[src/rtl/fifo_stream_reader.sv]
// Drains a synchronous FIFO into a ready/valid packet stream through a 2-entry skid buffer.
// Optional define FIFO_STREAM_READER_PARITY_EN adds the m_parity output.
module fifo_stream_reader #(
   parameter int DATA_WIDTH = 8,
   parameter int PKT_LEN    = 4
) (
   input  logic                  clk,
   input  logic                  rst_n,
   input  logic                  fifo_empty,
   input  logic [DATA_WIDTH-1:0] fifo_data,
   output logic                  fifo_rd_en,
   output logic [DATA_WIDTH-1:0] m_data,
   output logic                  m_valid,
   input  logic                  m_ready,
   output logic                  m_last,
`ifdef FIFO_STREAM_READER_PARITY_EN
   output logic                  m_parity,
`endif
   output logic [15:0]           pkt_count
);

   localparam logic [7:0] LAST_IDX = 8'(PKT_LEN - 1);

`ifdef FIFO_STREAM_READER_PARITY_EN
   // Parity rides as an extra MSB of each buffer entry so it moves with its word.
   localparam int ENT_W = DATA_WIDTH + 1;
`else
   localparam int ENT_W = DATA_WIDTH;
`endif

   logic [1:0]       cnt;
   logic             inflight;
   logic [ENT_W-1:0] ent0;
   logic [ENT_W-1:0] ent1;
   logic [ENT_W-1:0] wr_ent;
   logic [7:0]       word_idx;
   logic             push;
   logic             pop;
   logic [2:0]       occ_next;

`ifdef FIFO_STREAM_READER_PARITY_EN
   assign wr_ent   = {^fifo_data, fifo_data};
   assign m_parity = ent0[DATA_WIDTH];
`else
   assign wr_ent   = fifo_data;
`endif

   assign push     = inflight;
   assign pop      = m_valid && m_ready;
   assign m_valid  = (cnt != 2'd0);
   assign m_data   = ent0[DATA_WIDTH-1:0];
   assign m_last   = m_valid && (word_idx == LAST_IDX);

   // Count the word already requested so a read is only issued when a slot is guaranteed;
   // pop cannot exceed cnt, so the subtraction never wraps.
   assign occ_next   = {1'b0, cnt} + {2'b00, inflight} - {2'b00, pop};
   assign fifo_rd_en = rst_n && !fifo_empty && (occ_next < 3'd2);

   always_ff @(posedge clk or negedge rst_n) begin
      if (!rst_n) begin
         cnt       <= 2'd0;
         inflight  <= 1'b0;
         ent0      <= '0;
         ent1      <= '0;
         word_idx  <= 8'd0;
         pkt_count <= 16'd0;
      end else begin
         inflight <= fifo_rd_en;
         case ({push, pop})
            2'b10: begin
               if (cnt == 2'd0) ent0 <= wr_ent;
               else             ent1 <= wr_ent;
               cnt <= cnt + 2'd1;
            end
            2'b01: begin
               ent0 <= ent1;
               cnt  <= cnt - 2'd1;
            end
            2'b11: begin
               if (cnt == 2'd1) begin
                  ent0 <= wr_ent;
               end else begin
                  ent0 <= ent1;
                  ent1 <= wr_ent;
               end
            end
            default: ;
         endcase
         if (pop) begin
            word_idx <= (word_idx == LAST_IDX) ? 8'd0 : word_idx + 8'd1;
            if (m_last) pkt_count <= pkt_count + 16'd1;
         end
      end
   end

   a_no_overflow: assert property (@(posedge clk) disable iff (!rst_n)
      !(push && !pop && cnt == 2'd2));

endmodule

[config.mk]
export PLATFORM = sky130hd
export DESIGN_NAME = fifo_stream_reader
export DESIGN_NICKNAME = d
export VERILOG_FILES = /design/src/rtl/fifo_stream_reader.sv
export SDC_FILE = /design/constraint.sdc
export NUM_CORES = 1
export LEC_CHECK = 0
export CAP_MARGIN = 5
export CORE_UTILIZATION = 57
export CTS_BUF_LIST = sky130_fd_sc_hd__clkbuf_8
export CTS_CLUSTER_SIZE = 30
export DETAILED_ROUTE_END_ITERATION = 8
export PLACE_DENSITY = 0.87
export REMOVE_ABC_BUFFERS = 1
export SKIP_CTS_REPAIR_TIMING = 1
export SLEW_MARGIN = 30
export SYNTH_ARGS = -nofsm -noshare
export SYNTH_HDL_FRONTEND = slang
export SYNTH_SLANG_ARGS = --single-unit
[constraint.sdc]
create_clock -name clk -period 3.9 [get_ports clk]
set_input_delay 0.39 -clock clk [delete_from_list [all_inputs] [get_ports clk]]
set_output_delay 0.39 -clock clk [all_outputs]
set_load 0.02 [all_outputs]
Yosys cells after proc, flatten, opt, wreduce, memory -nomap -nowiden
Index checks and enable logic that the tools add are counted.
- bits in registers: 43
- bits of input ports: 12
- $add $sub $neg: 6
- magnitude comparators: 1
- equality and inequality tests: 8
- multiplexer cells: 8
- reduce and logical (&&, ||, !) cells: 13
- operator list (cell ; number):
    $mux 8 ; 5
    $pmux 8 s3 ; 1
    $add 16x1->16 const B ; 1
    $pmux 8 s2 ; 1
    $add 8x1->8 const B ; 1
    $eq 8x2->1 const B ; 1
    $ne 2x2->1 const B ; 3
    $reduce_bool 2->1 ; 3
    $eq 2x1->1 const B ; 2
    $eq 2x2->1 const B ; 2
    $logic_and 1x1->1 ; 4
    $pmux 2 s2 ; 1
    $reduce_and 2->1 ; 2
    $add 2x1->3 ; 1
    $lt 3x2->1 const B ; 1
    $reduce_and 3->1 ; 1
    $reduce_bool 3->1 ; 1
    $sub 3x1->3 ; 1
    $add 2x1->2 const B ; 1
    $logic_not 2->1 ; 1
    $sub 2x1->2 const B ; 1
    $logic_not 1->1 ; 1

Depth between registers and ports, before layout
- word-level depth: 5
- gate-level depth with buffers: 10
- gate-level depth less buffers: 10

Least setup slack after synthesis
No wires, ideal clock.
- kind: register -> output
- start point: register cnt[1]
- end point: output fifo_rd_en
- arrival: 2.662 ns
- data required time: 3.510 ns
- setup slack: 0.848 ns
- stages on the path, launching flop included: 11
- path buffers: 0
- cell sequence: dfrtp_1 -> inv_1 -> ha_1 -> inv_1 -> nand2_1 -> inv_2 -> ha_1 -> nand2b_1 -> fa_1 -> xor2_1 -> nor3_1
- longest elaborated chain between the ends: 5
- ends and longest elaborated chain (item ; line ; RTL):
    start: declaration ; 31 ; logic [1:0] cnt;
    start signal: assignment ; 73 ; cnt <= cnt + 2'd1;
    start signal: assignment ; 77 ; cnt <= cnt - 2'd1;
    $reduce_bool 2->1 ; 50 ; assign m_valid = (cnt != 2'd0);
    named net m_valid ; 13 ; output logic m_valid,
    $logic_and 1x1->1 ; 49 ; assign pop = m_valid && m_ready;
    named net pop ; 38 ; logic pop;
    $sub 3x1->3 ; 56 ; assign occ_next = {1'b0, cnt} + {2'b00, inflight} - {2'b00, pop};
    $lt 3x2->1 ; 57 ; assign fifo_rd_en = rst_n && !fifo_empty && (occ_next < 3'd2);
    $logic_and 1x1->1 ; 57 ;
    end: declaration ; 11 ; output logic fifo_rd_en,
The timed path passes the listed nets, and every way through them passes these cells.

Worst setup path after layout
- start point: register cnt[1]
- end point: output fifo_rd_en
- longest elaborated chain between the ends: 5
- ends and longest elaborated chain (item ; line):
    $reduce_bool 2->1 ; 50
    $logic_and 1x1->1 ; 49
    named net pop ; 38
    $sub 3x1->3 ; 56
    $lt 3x2->1 ; 57
    $logic_and 1x1->1 ; 57
The timed path passes the listed nets, and every way through them passes these cells.

==> results_dict.tcl <==
set metrics [dict create \
    critPathRequiredTime_ns 3.51 \
    min_period_over_period_pct 86.4 \
    antenna_found_initial 0 \
    drc 0 \
    end_kind "output pin" \
    rsz0062_at_grt "false" \
    syn_area_per_cell_sq_um 11.4 \
    rr_startpoint "cnt[1]" \
    io_pins 39 \
    setup-violations-final 0 \
    clkTransAtPathRegs_ns 0.07 \
    numCtsBuffers 5 \
    fin_crit_ns 3.37 \
    vias 1475 \
    drive_gt1_share_pct 10.4 \
    path_max_fanout 10 \
    synthToLayoutAreaGrowth_pct 25.2 \
    maxCapViolCount 0 \
    netlist_instances 178 \
    nNetsFinal 243 \
    dp.cells 262 \
    synth.distinct_cells 30 \
    layout.area.seq_sq_mm 0.00108 \
    final_common_cell "dfrtp_1" \
    whs_ns 0.196 \
    crit_chain "inv_1 > ha_1 > inv_1 > nand2_1 > inv_2 > ha_1 > nand2b_1 > fa_1 > xor2_1 > nor3_1 > dlymetal6s2s_1" \
    clockBufferDepth 2 \
    dr.pass1.iters 6 \
    globalplace.congestion 0.709 \
    synth_area_sq_mm 0.00202 \
    placed_area_sq_mm 0.00246 \
    setup_tns_ns 0 \
    port_buffers 38 \
    finalWirelength_mm 4.26 \
    cts_tree "built" \
    grt_max_degree 44 \
    status "finished clean" \
    die_area_sq_mm 0.00379 \
    fin_cells 268 \
    hold_class "in -> async" \
    track_usage_pct 25.9 \
    seq_area_frac_synth_pct 53.2 \
    pwr_density_cell_mw_per_mm2 648 \
    rows 21 \
    via_per_inst 5.50 \
    fillers 259 \
    postRouteAntennaNets 0 \
    clock_latency_ns 0.30 \
    die_w_um 61.6 \
    final.setup_skew_ns 0.00423 \
    met1_usage_pct 30.5 \
    slew_headroom_pct 56.6 \
    critPathKind "reg -> out" \
    grt_pass1_vias 1480 \
    cpLargestDelayFamily "adder cells" \
    rrSetupSlack_ns 1.38 \
    core_area_sq_mm 0.00336 \
    worstReg2RegEnd "inflight" \
    worstMarginPinSlew_ns 0.647 \
    numClockSinks 43 \
    grt-busiest-layer "met2" \
    irDropWorstVdd_uv 495 \
    hpwl_mm 3.11 \
    groute.layer.met3.usage_pct 8.61 \
    die_y_um 61.6 \
    setup.worst_path.start_class "register" \
    met2_usage_pct 43.9 \
    grt-ovfl-total 0 \
    antennaDiodeCount 0 \
    worst_ep_arrival_time_ns 2.98 \
    htreeDepth 2 \
    reg2regPathDepth 10 \
    crit_buf_inv 4 \
    final_util_pct 75.3 \
    cpPeakStageDelay_ns 0.44 \
    drtIter0Drc 65 \
    ys.warnings.count 0 \
    final_cell_mix "43 x dfrtp_1, 36 x clkdlybuf4s50_1, 28 x nand2_1" \
    synth_seq_cells 43 \
    fmax_ghz 0.297 \
    initial_core_util_pct 60.2 \
    wl_per_cell_um 15.9 \
    grt_pass1_wl_mm 6.87 \
    slew_viol_final 0 \
    cts-root-buf "clkbuf_8" \
    power_leakage_uw 0.00117 \
    hold_viol 0 \
    finalInstanceArea_sq_mm 0.00253 \
    critPathSlowestCell "dfrtp_1" \
    multi_input_area_sq_um 908 \
]
## layer usage
layer  vias up  wire (um)
li1        705          -
met1       721       1820
met2        40       2160
met3         9        200
met4         0         75
met5         -          0
## power breakdown
part           leakage [uW]  internal (uW)  switching [uW]
Sequential         0.000545            582             126
Combinational      0.000581            319             357
Clock             0.0000413            117             141
Total               0.00117           1020             624
## state kept, by name, summed over array words and instances (netlist names)
| signal | count |
|---|---|
| ent1 | 8 |
| cnt | 2 |
| inflight | 1 |
| word_idx | 8 |
| pkt_count | 16 |
| m_data | 8 |
## area by class of cell
type                       count  share of cell area [%]
tap                           46                    2.27
multi-input combinational    125                    35.9
clock buffer                   5                    2.72
clock inverter                 1                   0.148
inverter                       9                    1.33
sequential                    43                    42.5
timing repair buffer          39                    15.2
## worst max path at each step
| stage | start | endpoint | slack, ns | cells past startpoint |
|---|---|---|---|---|
| after floorplan | cnt[1] | fifo_rd_en | 0.85 | 10 |
| after global placement | m_ready | fifo_rd_en | 0.55 | 9 |
| after detailed placement | m_ready | fifo_rd_en | 0.42 | 9 |
| after CTS | cnt[1] | fifo_rd_en | 0.12 | 11 |
| after global routing | cnt[1] | fifo_rd_en | 0.34 | 11 |
| final | cnt[1] | fifo_rd_en | 0.53 | 11 |
## through the flow
stage | setup slack [ns] | total power [uW]
6_report | 0.530 | 1640
2_1_floorplan | 0.848 | 1130
5_1_grt | 0.338 | 1760
3_5_place_dp | 0.417 | 1390
4_1_cts | 0.119 | 1650
3_3_place_gp | 0.554 | 1340
## cell families after synthesis
logic type,count (synthesis),share of synthesized area [%]
AOI/OAI and AO/OA,22,7.11
xor gates and xnor gates,24,10.4
adders and majority gates,8,5.32
buffers and inverters,10,1.92
DFF,43,53.2
muxes,8,4.45
and+or+nand+nor,63,17.6
## synth_stat cells
| cell | n | area (sq um) |
|---|---|---|
| nand2b_1 | 1 | 6.26 |
| and3_2 | 1 | 7.51 |
| mux2_2 | 8 | 90.1 |
| and4_1 | 1 | 8.76 |
| a21o_1 | 1 | 7.51 |
| nor3_2 | 1 | 10.0 |
| nor4b_4 | 1 | 23.8 |
| a21oi_2 | 1 | 8.76 |
| nor3_1 | 9 | 45.0 |
| a22oi_1 | 8 | 60.1 |
| and3_1 | 2 | 12.5 |
| o21ai_0 | 10 | 50.1 |
| nand4_4 | 1 | 21.3 |
| xnor2_1 | 13 | 114 |
| nand3_1 | 5 | 25.0 |
| inv_1 | 8 | 30.0 |
| nor3b_1 | 1 | 7.51 |
| nand2_1 | 28 | 105 |
| xor2_1 | 11 | 96.3 |
| o21ai_1 | 1 | 5.00 |
| and4b_1 | 1 | 10.0 |
| nor4_4 | 1 | 21.3 |
| dfrtp_1 | 43 | 1080 |
| o211ai_2 | 1 | 12.5 |
| ha_1 | 7 | 87.6 |
| nor2_1 | 4 | 15.0 |
| buf_2 | 1 | 5.00 |
| nand4_1 | 6 | 37.5 |
| fa_1 | 1 | 20.0 |
| inv_2 | 1 | 3.75 |
## worst reg2reg max path: cells and delay by family (launching register included)
family                   cells  cell delay [ns]
flip-flops                   1             0.44
XOR/XNOR                     1             0.15
adder cells (fa/ha/maj)      3             0.97
buffers and inverters        3             0.32
AND/OR/NAND/NOR              3             0.55
Power figures use the tool's default switching activity.
